===== config.mk =====
export PLATFORM = sky130hd
export DESIGN_NAME = ab_pattern_gen_flat
export DESIGN_NICKNAME = d
export VERILOG_FILES = /design/src/rtl/ab_pattern_gen_pkg.sv /design/src/rtl/ab_pattern_gen_if.sv /design/src/rtl/ab_pattern_gen_hold_counter.sv /design/src/rtl/ab_pattern_gen.sv /design/src/flat_wrapper.sv
export SDC_FILE = /design/constraint.sdc
export NUM_CORES = 1
export LEC_CHECK = 0
export ABC_AREA = 1
export CAP_MARGIN = 10
export CORE_ASPECT_RATIO = 2
export CORE_MARGIN = 1.5
export CORE_UTILIZATION = 49
export DETAILED_ROUTE_END_ITERATION = 10
export GPL_TIMING_DRIVEN = 0
export PLACE_DENSITY_LB_ADDON = 0.1
export SYNTH_ARGS = -nofsm -noshare
export SYNTH_HDL_FRONTEND = slang
export SYNTH_HIERARCHICAL = 1
export SYNTH_SLANG_ARGS = --single-unit

===== constraint.sdc =====
create_clock -name clk -period 1.8 [get_ports clk]
set_clock_uncertainty 0.15 [all_clocks]
set_input_delay 0.36 -clock clk [delete_from_list [all_inputs] [get_ports clk]]
set_output_delay 0.36 -clock clk [all_outputs]
set_load 0.02 [all_outputs]

===== src/rtl/ab_pattern_gen_pkg.sv =====
// rtl/ab_pattern_gen_pkg.sv - shared state encodings, mode codes and vector mapping
package ab_pattern_gen_pkg;

    localparam logic [1:0] ST_IDLE = 2'd0;
    localparam logic [1:0] ST_RUN  = 2'd1;
    localparam logic [1:0] ST_FIN  = 2'd2;

    localparam logic MODE_BIN  = 1'b0;
    localparam logic MODE_GRAY = 1'b1;

    // Gray order keeps a single-bit change between consecutive gate inputs
    function automatic logic [1:0] map_vec(input logic mode, input logic [1:0] idx);
        map_vec = (mode == MODE_GRAY) ? {idx[1], idx[1] ^ idx[0]} : idx;
    endfunction

endpackage


===== src/rtl/ab_pattern_gen_if.sv =====
// rtl/ab_pattern_gen_if.sv - control and gate-stimulus signals of the A/B pattern generator
interface ab_pattern_gen_if #(
    parameter int HOLD_W = 8,
    parameter int LOOP_W = 4
);
    logic              start;
    logic              abort;
    logic              mode;
    logic [HOLD_W-1:0] hold_cycles;
    logic [LOOP_W-1:0] loops;
    logic              A;
    logic              B;
    logic              valid;
    logic              busy;
    logic              done;
    logic [1:0]        vec_idx;
    logic [LOOP_W-1:0] loop_cnt;

    modport master (
        output start, abort, mode, hold_cycles, loops,
        input  A, B, valid, busy, done, vec_idx, loop_cnt
    );

    modport slave (
        input  start, abort, mode, hold_cycles, loops,
        output A, B, valid, busy, done, vec_idx, loop_cnt
    );
endinterface


===== src/rtl/ab_pattern_gen_hold_counter.sv =====
// rtl/ab_pattern_gen_hold_counter.sv - per-vector down counter, expires when it reads zero
module hold_counter #(
    parameter int HOLD_W = 8
) (
    input  logic              clk,
    input  logic              rst_n,
    input  logic              i_load,
    input  logic [HOLD_W-1:0] i_load_val,
    output logic              o_expire
);
    logic [HOLD_W-1:0] r_cnt;

    always_ff @(posedge clk or negedge rst_n) begin
        if (!rst_n) begin
            r_cnt <= '0;
        end else if (i_load) begin
            r_cnt <= i_load_val;
        end else if (r_cnt != '0) begin
            r_cnt <= r_cnt - HOLD_W'(1);
        end
    end

    assign o_expire = (r_cnt == '0);
endmodule


===== src/rtl/ab_pattern_gen.sv =====
// rtl/ab_pattern_gen.sv - clocked sequencer stepping {A,B} through all four vectors
module ab_pattern_gen
    import ab_pattern_gen_pkg::*;
#(
    parameter int HOLD_W = 8,
    parameter int LOOP_W = 4
) (
    input  logic             clk,
    input  logic             rst_n,
    ab_pattern_gen_if.slave  bus
);
    logic [1:0]        r_state;
    logic              r_mode;
    logic [HOLD_W-1:0] r_hold_m1;
    logic [LOOP_W-1:0] r_loops;
    logic [LOOP_W-1:0] r_loop_cnt;
    logic [1:0]        r_vec_idx;
    logic              r_a;
    logic              r_b;
    logic              r_valid;

    logic              w_start_ok;
    logic              w_expire;
    logic              w_advance;
    logic              w_wrap;
    logic              w_last;
    logic [1:0]        w_idx_next;
    logic [LOOP_W-1:0] w_lc_next;
    logic [HOLD_W-1:0] w_hold_m1_in;
    logic [HOLD_W-1:0] w_load_val;

    assign w_start_ok   = (r_state == ST_IDLE) && bus.start && !bus.abort;
    // A hold of 0 behaves as 1, so the counter reload saturates at 0
    assign w_hold_m1_in = (bus.hold_cycles == '0) ? '0 : bus.hold_cycles - HOLD_W'(1);
    assign w_advance    = (r_state == ST_RUN) && !bus.abort && w_expire;
    assign w_load_val   = w_start_ok ? w_hold_m1_in : r_hold_m1;
    assign w_idx_next   = r_vec_idx + 2'd1;
    assign w_wrap       = (r_vec_idx == 2'd3);
    assign w_lc_next    = r_loop_cnt + LOOP_W'(1);
    assign w_last       = w_wrap && (w_lc_next == r_loops);

    hold_counter #(.HOLD_W(HOLD_W)) u_hold_counter (
        .clk        (clk),
        .rst_n      (rst_n),
        .i_load     (w_start_ok || w_advance),
        .i_load_val (w_load_val),
        .o_expire   (w_expire)
    );

    always_ff @(posedge clk or negedge rst_n) begin
        if (!rst_n) begin
            r_state    <= ST_IDLE;
            r_mode     <= MODE_BIN;
            r_hold_m1  <= '0;
            r_loops    <= '0;
            r_loop_cnt <= '0;
            r_vec_idx  <= 2'd0;
            r_a        <= 1'b0;
            r_b        <= 1'b0;
            r_valid    <= 1'b0;
        end else begin
            case (r_state)
                ST_IDLE: begin
                    if (w_start_ok) begin
                        r_mode     <= bus.mode;
                        r_hold_m1  <= w_hold_m1_in;
                        r_loops    <= bus.loops;
                        r_loop_cnt <= '0;
                        r_vec_idx  <= 2'd0;
                        r_a        <= 1'b0;
                        r_b        <= 1'b0;
                        r_valid    <= (bus.loops != '0);
                        r_state    <= (bus.loops == '0) ? ST_FIN : ST_RUN;
                    end
                end
                ST_RUN: begin
                    if (bus.abort) begin
                        r_state    <= ST_IDLE;
                        r_loop_cnt <= '0;
                        r_vec_idx  <= 2'd0;
                        r_a        <= 1'b0;
                        r_b        <= 1'b0;
                        r_valid    <= 1'b0;
                    end else if (w_expire) begin
                        r_vec_idx <= w_idx_next;
                        if (w_wrap) begin
                            r_loop_cnt <= w_lc_next;
                        end
                        if (w_last) begin
                            r_state <= ST_FIN;
                            r_valid <= 1'b0;
                            r_a     <= 1'b0;
                            r_b     <= 1'b0;
                        end else begin
                            {r_a, r_b} <= map_vec(r_mode, w_idx_next);
                        end
                    end
                end
                ST_FIN: begin
                    r_state <= ST_IDLE;
                    if (bus.abort) begin
                        r_loop_cnt <= '0;
                    end
                end
                default: r_state <= ST_IDLE;
            endcase
        end
    end

    assign bus.A        = r_a;
    assign bus.B        = r_b;
    assign bus.valid    = r_valid;
    assign bus.busy     = (r_state != ST_IDLE);
    assign bus.done     = (r_state == ST_FIN);
    assign bus.vec_idx  = r_vec_idx;
    assign bus.loop_cnt = r_loop_cnt;
endmodule


===== src/flat_wrapper.sv =====
// flat-port wrapper written by rule: the top's interface ports become plain ports
module ab_pattern_gen_flat import ab_pattern_gen_pkg::*;
#(
    parameter int HOLD_W = 8,
    parameter int LOOP_W = 4
)
  (clk, rst_n, bus_start, bus_abort, bus_mode, bus_hold_cycles, bus_loops, bus_A, bus_B, bus_valid, bus_busy, bus_done, bus_vec_idx, bus_loop_cnt);
  ab_pattern_gen_if #(.HOLD_W(HOLD_W), .LOOP_W(LOOP_W)) bus_i ();
  input  logic clk;
  input  logic rst_n;
  input wire logic [$bits(bus_i.start)-1:0] bus_start;
  input wire logic [$bits(bus_i.abort)-1:0] bus_abort;
  input wire logic [$bits(bus_i.mode)-1:0] bus_mode;
  input wire logic [$bits(bus_i.hold_cycles)-1:0] bus_hold_cycles;
  input wire logic [$bits(bus_i.loops)-1:0] bus_loops;
  output wire logic [$bits(bus_i.A)-1:0] bus_A;
  output wire logic [$bits(bus_i.B)-1:0] bus_B;
  output wire logic [$bits(bus_i.valid)-1:0] bus_valid;
  output wire logic [$bits(bus_i.busy)-1:0] bus_busy;
  output wire logic [$bits(bus_i.done)-1:0] bus_done;
  output wire logic [$bits(bus_i.vec_idx)-1:0] bus_vec_idx;
  output wire logic [$bits(bus_i.loop_cnt)-1:0] bus_loop_cnt;
  assign bus_i.start = bus_start;
  assign bus_i.abort = bus_abort;
  assign bus_i.mode = bus_mode;
  assign bus_i.hold_cycles = bus_hold_cycles;
  assign bus_i.loops = bus_loops;
  assign bus_A = bus_i.A;
  assign bus_B = bus_i.B;
  assign bus_valid = bus_i.valid;
  assign bus_busy = bus_i.busy;
  assign bus_done = bus_i.done;
  assign bus_vec_idx = bus_i.vec_idx;
  assign bus_loop_cnt = bus_i.loop_cnt;
  ab_pattern_gen #(.HOLD_W(HOLD_W), .LOOP_W(LOOP_W)) u_core (.clk(clk), .rst_n(rst_n), .bus(bus_i));
endmodule

==> results of run 1 <==
[cell families after synthesis]
kind of cell / after synthesis / share of synthesized area, %
AOI/OAI and AO/OA: 37 / 12.6
adders and majority gates: 5 / 3.23
and+or+nand+nor: 134 / 31.8
muxes: 2 / 1.16
buffers and inverters: 34 / 7.12
xor gates and xnor gates: 6 / 2.72
DFF: 32 / 41.4
[per-stage QoR]
| step | setup WS [ns] | instance area, sq um | setup TNS (ns) | util (%) |
|---|---|---|---|---|
| floorplan | 0.00203 | 1930 | 0 | - |
| global placement | -0.577 | 2270 | -20.66 | 59.6 |
| detailed placement | -0.591 | 2260 | -6.67 | 59.5 |
| CTS | 0.000102 | 2480 | 0 | 65.3 |
| global route | -0.0496 | 2620 | -0.0906 | 68.8 |
| finish | 0.0507 | 2620 | 0 | 68.8 |
[Yosys cell counts, drive strengths merged]
| master | n |
|---|---|
| nand2 | 81 |
| dfrtp | 32 |
| inv | 31 |
| o21ai | 28 |
| nor2 | 27 |
| nand3 | 16 |
| nand4 | 6 |
| ha | 5 |
| a21oi | 4 |
| xor2 | 4 |
| buf | 3 |
| mux2 | 2 |
| o22ai | 2 |
| or2 | 2 |
| xnor2 | 2 |
| a21boi | 1 |
| a31oi | 1 |
| nor3 | 1 |
| nor4 | 1 |
| o2111ai | 1 |
[repair_timing]
action,CTS,global route
hold buffers,1,0
endpoints found under the setup margin,27,22
pin swaps,8,13
gates resized for setup,26,25
setup buffers,12,9
hold endpoints to repair,5,0
[flip-flops by register name, summed over array words and instances, names as in the netlist]
name and flops:
u_core/r_hold_m1 8, u_core/u_hold_counter/r_cnt 8, u_core/bus.valid 1, u_core/bus.loop_cnt 4
u_core/bus.A 1, u_core/r_loops 4, u_core/bus.vec_idx 2, u_core/r_mode 1
u_core/r_state 2, u_core/bus.B 1
[cell type report]
type,count,area share (%)
inverter,31,4.44
clock inverter,2,0.382
clock buffer,6,3.15
timing repair buffer,49,16.5
sequential,32,30.8
tap,51,2.44
multi-input combinational,184,40.9
buffer,3,1.43
[how the worst max path moves through the flow]
stage               cells after the start                                    endpoint  slack, ns
floorplan                              10  u_core/u_hold_counter/r_cnt[0]$_DFFE_PN0P_      0.002
global placement                        9  u_core/u_hold_counter/r_cnt[5]$_DFFE_PN0P_      -0.58
detailed placement                      9  u_core/u_hold_counter/r_cnt[5]$_DFFE_PN0P_      -0.59
CTS                                     7  u_core/u_hold_counter/r_cnt[5]$_DFFE_PN0P_     0.0001
global route                           11  u_core/u_hold_counter/r_cnt[1]$_DFFE_PN0P_      -0.05
finish                                  1                                       bus_B       0.05
[metal layers]
metal	vias up	GRT usage [%]
li1	920	-
met1	896	21.7
met2	38	48.4
met3	12	2.95
met4	0	9.95
met5	-	0
[power breakdown]
part	switching, W	internal, W	leakage, nW	total (W)
logic	0.00100	0.000776	0.858	0.00178
registers	0.000203	0.00100	0.397	0.00120
clock network	0.000265	0.000305	0.0510	0.000569
==> metrics.txt, run 1 <==
share of cells above drive strength 1=between 20 and 30%; Fin Hold WS=0.318 ns; total chip power=0.00355 W; largest net degree at the start of global routing=33; DIE AREA=4360 sq um; Post-Route WL=4770 microns; IO Pins=28; CTS Buffer Depth=2; Die Height=91.9 microns; post-placement cell count=roughly 330; routed vias=1866; antenna violations before repair=0; sequential fraction of the synthesis area=about 41%; final setup fails=0; CP Max Fanout=2; Setup crit start=u_core/bus.B$_DFFE_PN0P_; DR iter-0 viols=43; Area Growth Syn to Fin=35.4%; DR WL met2=2950 microns; CP peak stage delay=~0.6 ns; RR Startpoint=u_core/r_state[1]$_DFFE_PN0P_; RSZ-0062 raised after global routing=yes; die width=47.4 microns; CP startpoint kind=register; Sink Count=32; Max Fclk=between 500 and 600 MHz; measured slew at the worst slew-check pin=0.716 ns; Global Route Usage Sum=around 25%; critical path class=register to primary output; r2r endpoint=u_core/u_hold_counter/r_cnt[0]$_DFFE_PN0P_; vias in the first global route=1883; DP Wirelength=approximately 3400 microns; Via-to-Cell Ratio=5.21; Buffers & Inverters on Critical Path=1; synthesized cell area=1930 sq um; Yosys top cell area share=slightly above 40%; Critical Path AT=roughly 1.2 ns; ANT nets after route=0; Initial Utilization=50.9%; synthesized area per cell=7.74 sq um; commonest cells after routing, fill and taps aside=nand2_1, dfrtp_1, inv_1, buf_4, nor2_1; hold depth=2; peak supply drop=820 uV; max_slew headroom=52.3%; max-slew violations=0; CTS tree=built; DRC violations left=0; met3 wire len=119 microns; DRT Pass-1 Iters=4; Clk Latency, worst-skew pair=approximately 0.28 ns; R2R depth=10; Max Used Layer=met4; Core Area=3800 sq um; CTS Buf Count=5; num rows=32; Hold Startpoint=bus_hold_cycles[0]; fill count=325; wire per inst=13.3 microns; synth unique cells=30; maxcap violations=0; Layout Cells excl Fill=358; Final Hold Viols=0; most common cell after layout, fill and taps aside=nand2_1; synth warn=6; H-tree Lvls=2; sequential cell area=806 sq um; top cell family by delay on the critical path=buffers and inverters; number of port buffers=27; root buf cell=clkbuf_8; Antenna Cells=0; Placer Congestion=0.824; Synth area leader=dfrtp_1; WL met1=between 1500 and 2000 microns; worst min path class=primary input to register; first-pass GRT wire length=7700 microns; status=complete, no violations; CP cell instances=clkdlybuf4s50_1; Syn Nets=272; pwr/cell area=between 1000 and 1500 nW/um^2; WHS Endpoint=u_core/r_hold_m1[0]$_DFFE_PN0N_; clock slew at reported path FFs=0.06 ns; Static Leak=1.31 nW; area of the multi-input gates=1070 sq um; reg-to-reg slack, setup=0.07 ns; Post-Syn Instances=250; fin crit share=97.2%; number of synthesized register bits=32; CP max stage cell=clkdlybuf4s50_1; element type at the critical path end=primary output; Final nets=328; Synth area leaders=dfrtp_1, nand2_1, o21ai_2; Critical Path RT=1.29 ns; GR Overflow Total=0; Tmin final=1.75 ns
Note: power is estimated with default switching activity, not from simulation.
==> run 2, diff against run 1 <==
Settings changed: CAP_MARGIN 10 to not set.
==> results of run 2 <==
No change in the layout: final DEF, timing and power equal those of run 1.
==> run 3, diff against run 2 <==
==> constraint.sdc (replaced) <==
create_clock -name clk -period 1.8 [get_ports clk]
set_clock_uncertainty 0.15 [all_clocks]
set_input_delay 0.27 -clock clk [delete_from_list [all_inputs] [get_ports clk]]
set_output_delay 0.27 -clock clk [all_outputs]
set_load 0.02 [all_outputs]
==> run 3 against run 2 <==
Routed wire length is 0.84% higher. Total power barely moved. Combinational power hardly changed. Critical path type unchanged. Largest power group unchanged. Highest routed layer unchanged. Critical endpoint is now bus_loop_cnt[1].
==> metrics.txt, run 3 (synthesis results as in run 1) <==
number of port buffers=27; Antenna Cells=0; biggest regs=u_core/r_hold_m1: 8 flops, u_core/u_hold_counter/r_cnt: 8 flops; status=complete, no violations; die width=around 47 microns; max-slew violations=0; fin util=69.5%; element type at the critical path end=primary output; RSZ-0062 raised after global routing=yes; final setup fails=0; max_slew headroom=50.9%; Final nets=326; worst min path class=primary input to register; Placer Congestion=0.824; Max Fclk=slightly below 600 MHz; commonest cells after routing, fill and taps aside=nand2_1, dfrtp_1, inv_1, nor2_1, buf_4; maxcap violations=0; share of cells above drive strength 1=30.2%; DR iter-0 viols=29; most common cell after layout, fill and taps aside=nand2_1; Buffers & Inverters on Critical Path=1; Via-to-Cell Ratio=5.24; Initial Utilization=50.9%; largest net degree at the start of global routing=33; CP Max Fanout=3; Static Leak=1.30 nW; CP max stage cell=clkdlybuf4s50_1; critical path class=register to primary output; num rows=32; first-pass GRT wire length=7620 microns; top cell family by delay on the critical path=buffers and inverters; Area Growth Syn to Fin=36.6%; root buf cell=clkbuf_8; DRT Pass-1 Iters=4; pwr/cell area=1340 nW/um^2; Clk Latency, worst-skew pair=0.28 ns; antenna violations before repair=0; Critical Path RT=roughly 1.4 ns; Tmin final=1.74 ns; Post-Route WL=around 4800 microns; Critical Path AT=1.32 ns; peak supply drop=757 uV; GR Overflow Total=0; IO Pins=28; clock slew at reported path FFs=around 0.070 ns; DP Wirelength=about 3400 microns; CP peak stage delay=roughly 0.63 ns; Sink Count=32; DIE AREA=4360 sq um; Final Hold Viols=0; DRC violations left=0; total chip power=between 0.003 and 0.004 W; CP startpoint kind=register; CP cell instances=clkdlybuf4s50_1; routed vias=1867; H-tree Lvls=2; CTS tree=built; vias in the first global route=1846; CTS Buf Count=5; wire per inst=13.5 microns; Global Route Usage Sum=24.4%; Core Area=3800 sq um; fin crit share=96.4%; CTS Buffer Depth=2; Die Height=91.9 microns; ANT nets after route=0; measured slew at the worst slew-check pin=0.736 ns
==> run 3: cell count changes in the layout (fill, tap and decap cells not counted), moves of 2 or more <==
cell,previous run,this run
clkdlybuf4s50_1,12,17
o21ai_2,13,15
dlygate4sd2_1,10,4
o21ai_1,5,3
buf_4,20,18
dlymetal6s2s_1,3,5
==> run 3: final cells by class <==
type | instances | area [sq um]
multi-input cells | 184 | 1090
clock buffers | 6 | 82.6
repair buffers | 47 | 429
plain buffers | 3 | 37.5
inverters | 31 | 119
clock inverters | 2 | 10.0
well taps | 51 | 63.8
flip-flops and latches | 32 | 806
fillers | 318 | 1160
==> run 3: worst paths after layout <==
kind                                                             from                                 end  slack, ns  cells after the start
hold reg to reg                       u_core/r_hold_m1[7]$_DFFE_PN0N_     u_core/r_hold_m1[7]$_DFFE_PN0N_       0.32                      2
setup reg to reg           u_core/u_hold_counter/r_cnt[0]$_DFFE_PN0P_  u_core/bus.loop_cnt[2]$_DFFE_PN0P_       0.08                     10
hold / removal                                     bus_hold_cycles[0]     u_core/r_hold_m1[0]$_DFFE_PN0N_       0.22                      2
setup / recovery                   u_core/bus.loop_cnt[1]$_DFFE_PN0P_                     bus_loop_cnt[1]       0.06                      1
max in group asynchronous                                       rst_n       u_core/r_state[1]$_DFFE_PN0P_       0.55                      2
min in group asynchronous                                       rst_n  u_core/bus.loop_cnt[1]$_DFFE_PN0P_       0.42                      2
==> run 3: through the flow <==
stage	instances	hold slack [ns]	setup TNS (ns)	setup slack [ns]	instance area (sq um)
2_1_floorplan	250	-0.176	0	0.00203	1930
3_3_place_gp	328	0.306	-15.81	-0.487	2270
3_5_place_dp	328	0.219	-4.56	-0.501	2260
4_1_cts	346	0.228	0	0.0125	2470
5_1_grt	356	0.258	-0.447	-0.0639	2640
6_report	356	0.222	0	0.0640	2640
==> run 3: where the power goes <==
part	internal (W)	switching, W
clock	0.000305	0.000265
combinational	0.000772	0.00101
sequential	0.00100	0.000200
==> run 3: what timing repair did <==
| item | 4_1_cts | 5_1_grt |
|---|---|---|
| setup endpoints to repair | 23 | 20 |
| hold buffers | 1 | 0 |
| pin swaps | 5 | 14 |
| setup buffers | 9 | 10 |
| hold endpoints to repair | 32 | 0 |
| cloned | 0 | 0 |
| gates resized for setup | 17 | 36 |
==> run 3: metal layers <==
layer	wire (microns)	global-route usage [%]
met5	0	0
met3	146	2.95
met2	2840	47.2
met4	184	10.9
met1	1630	22.1
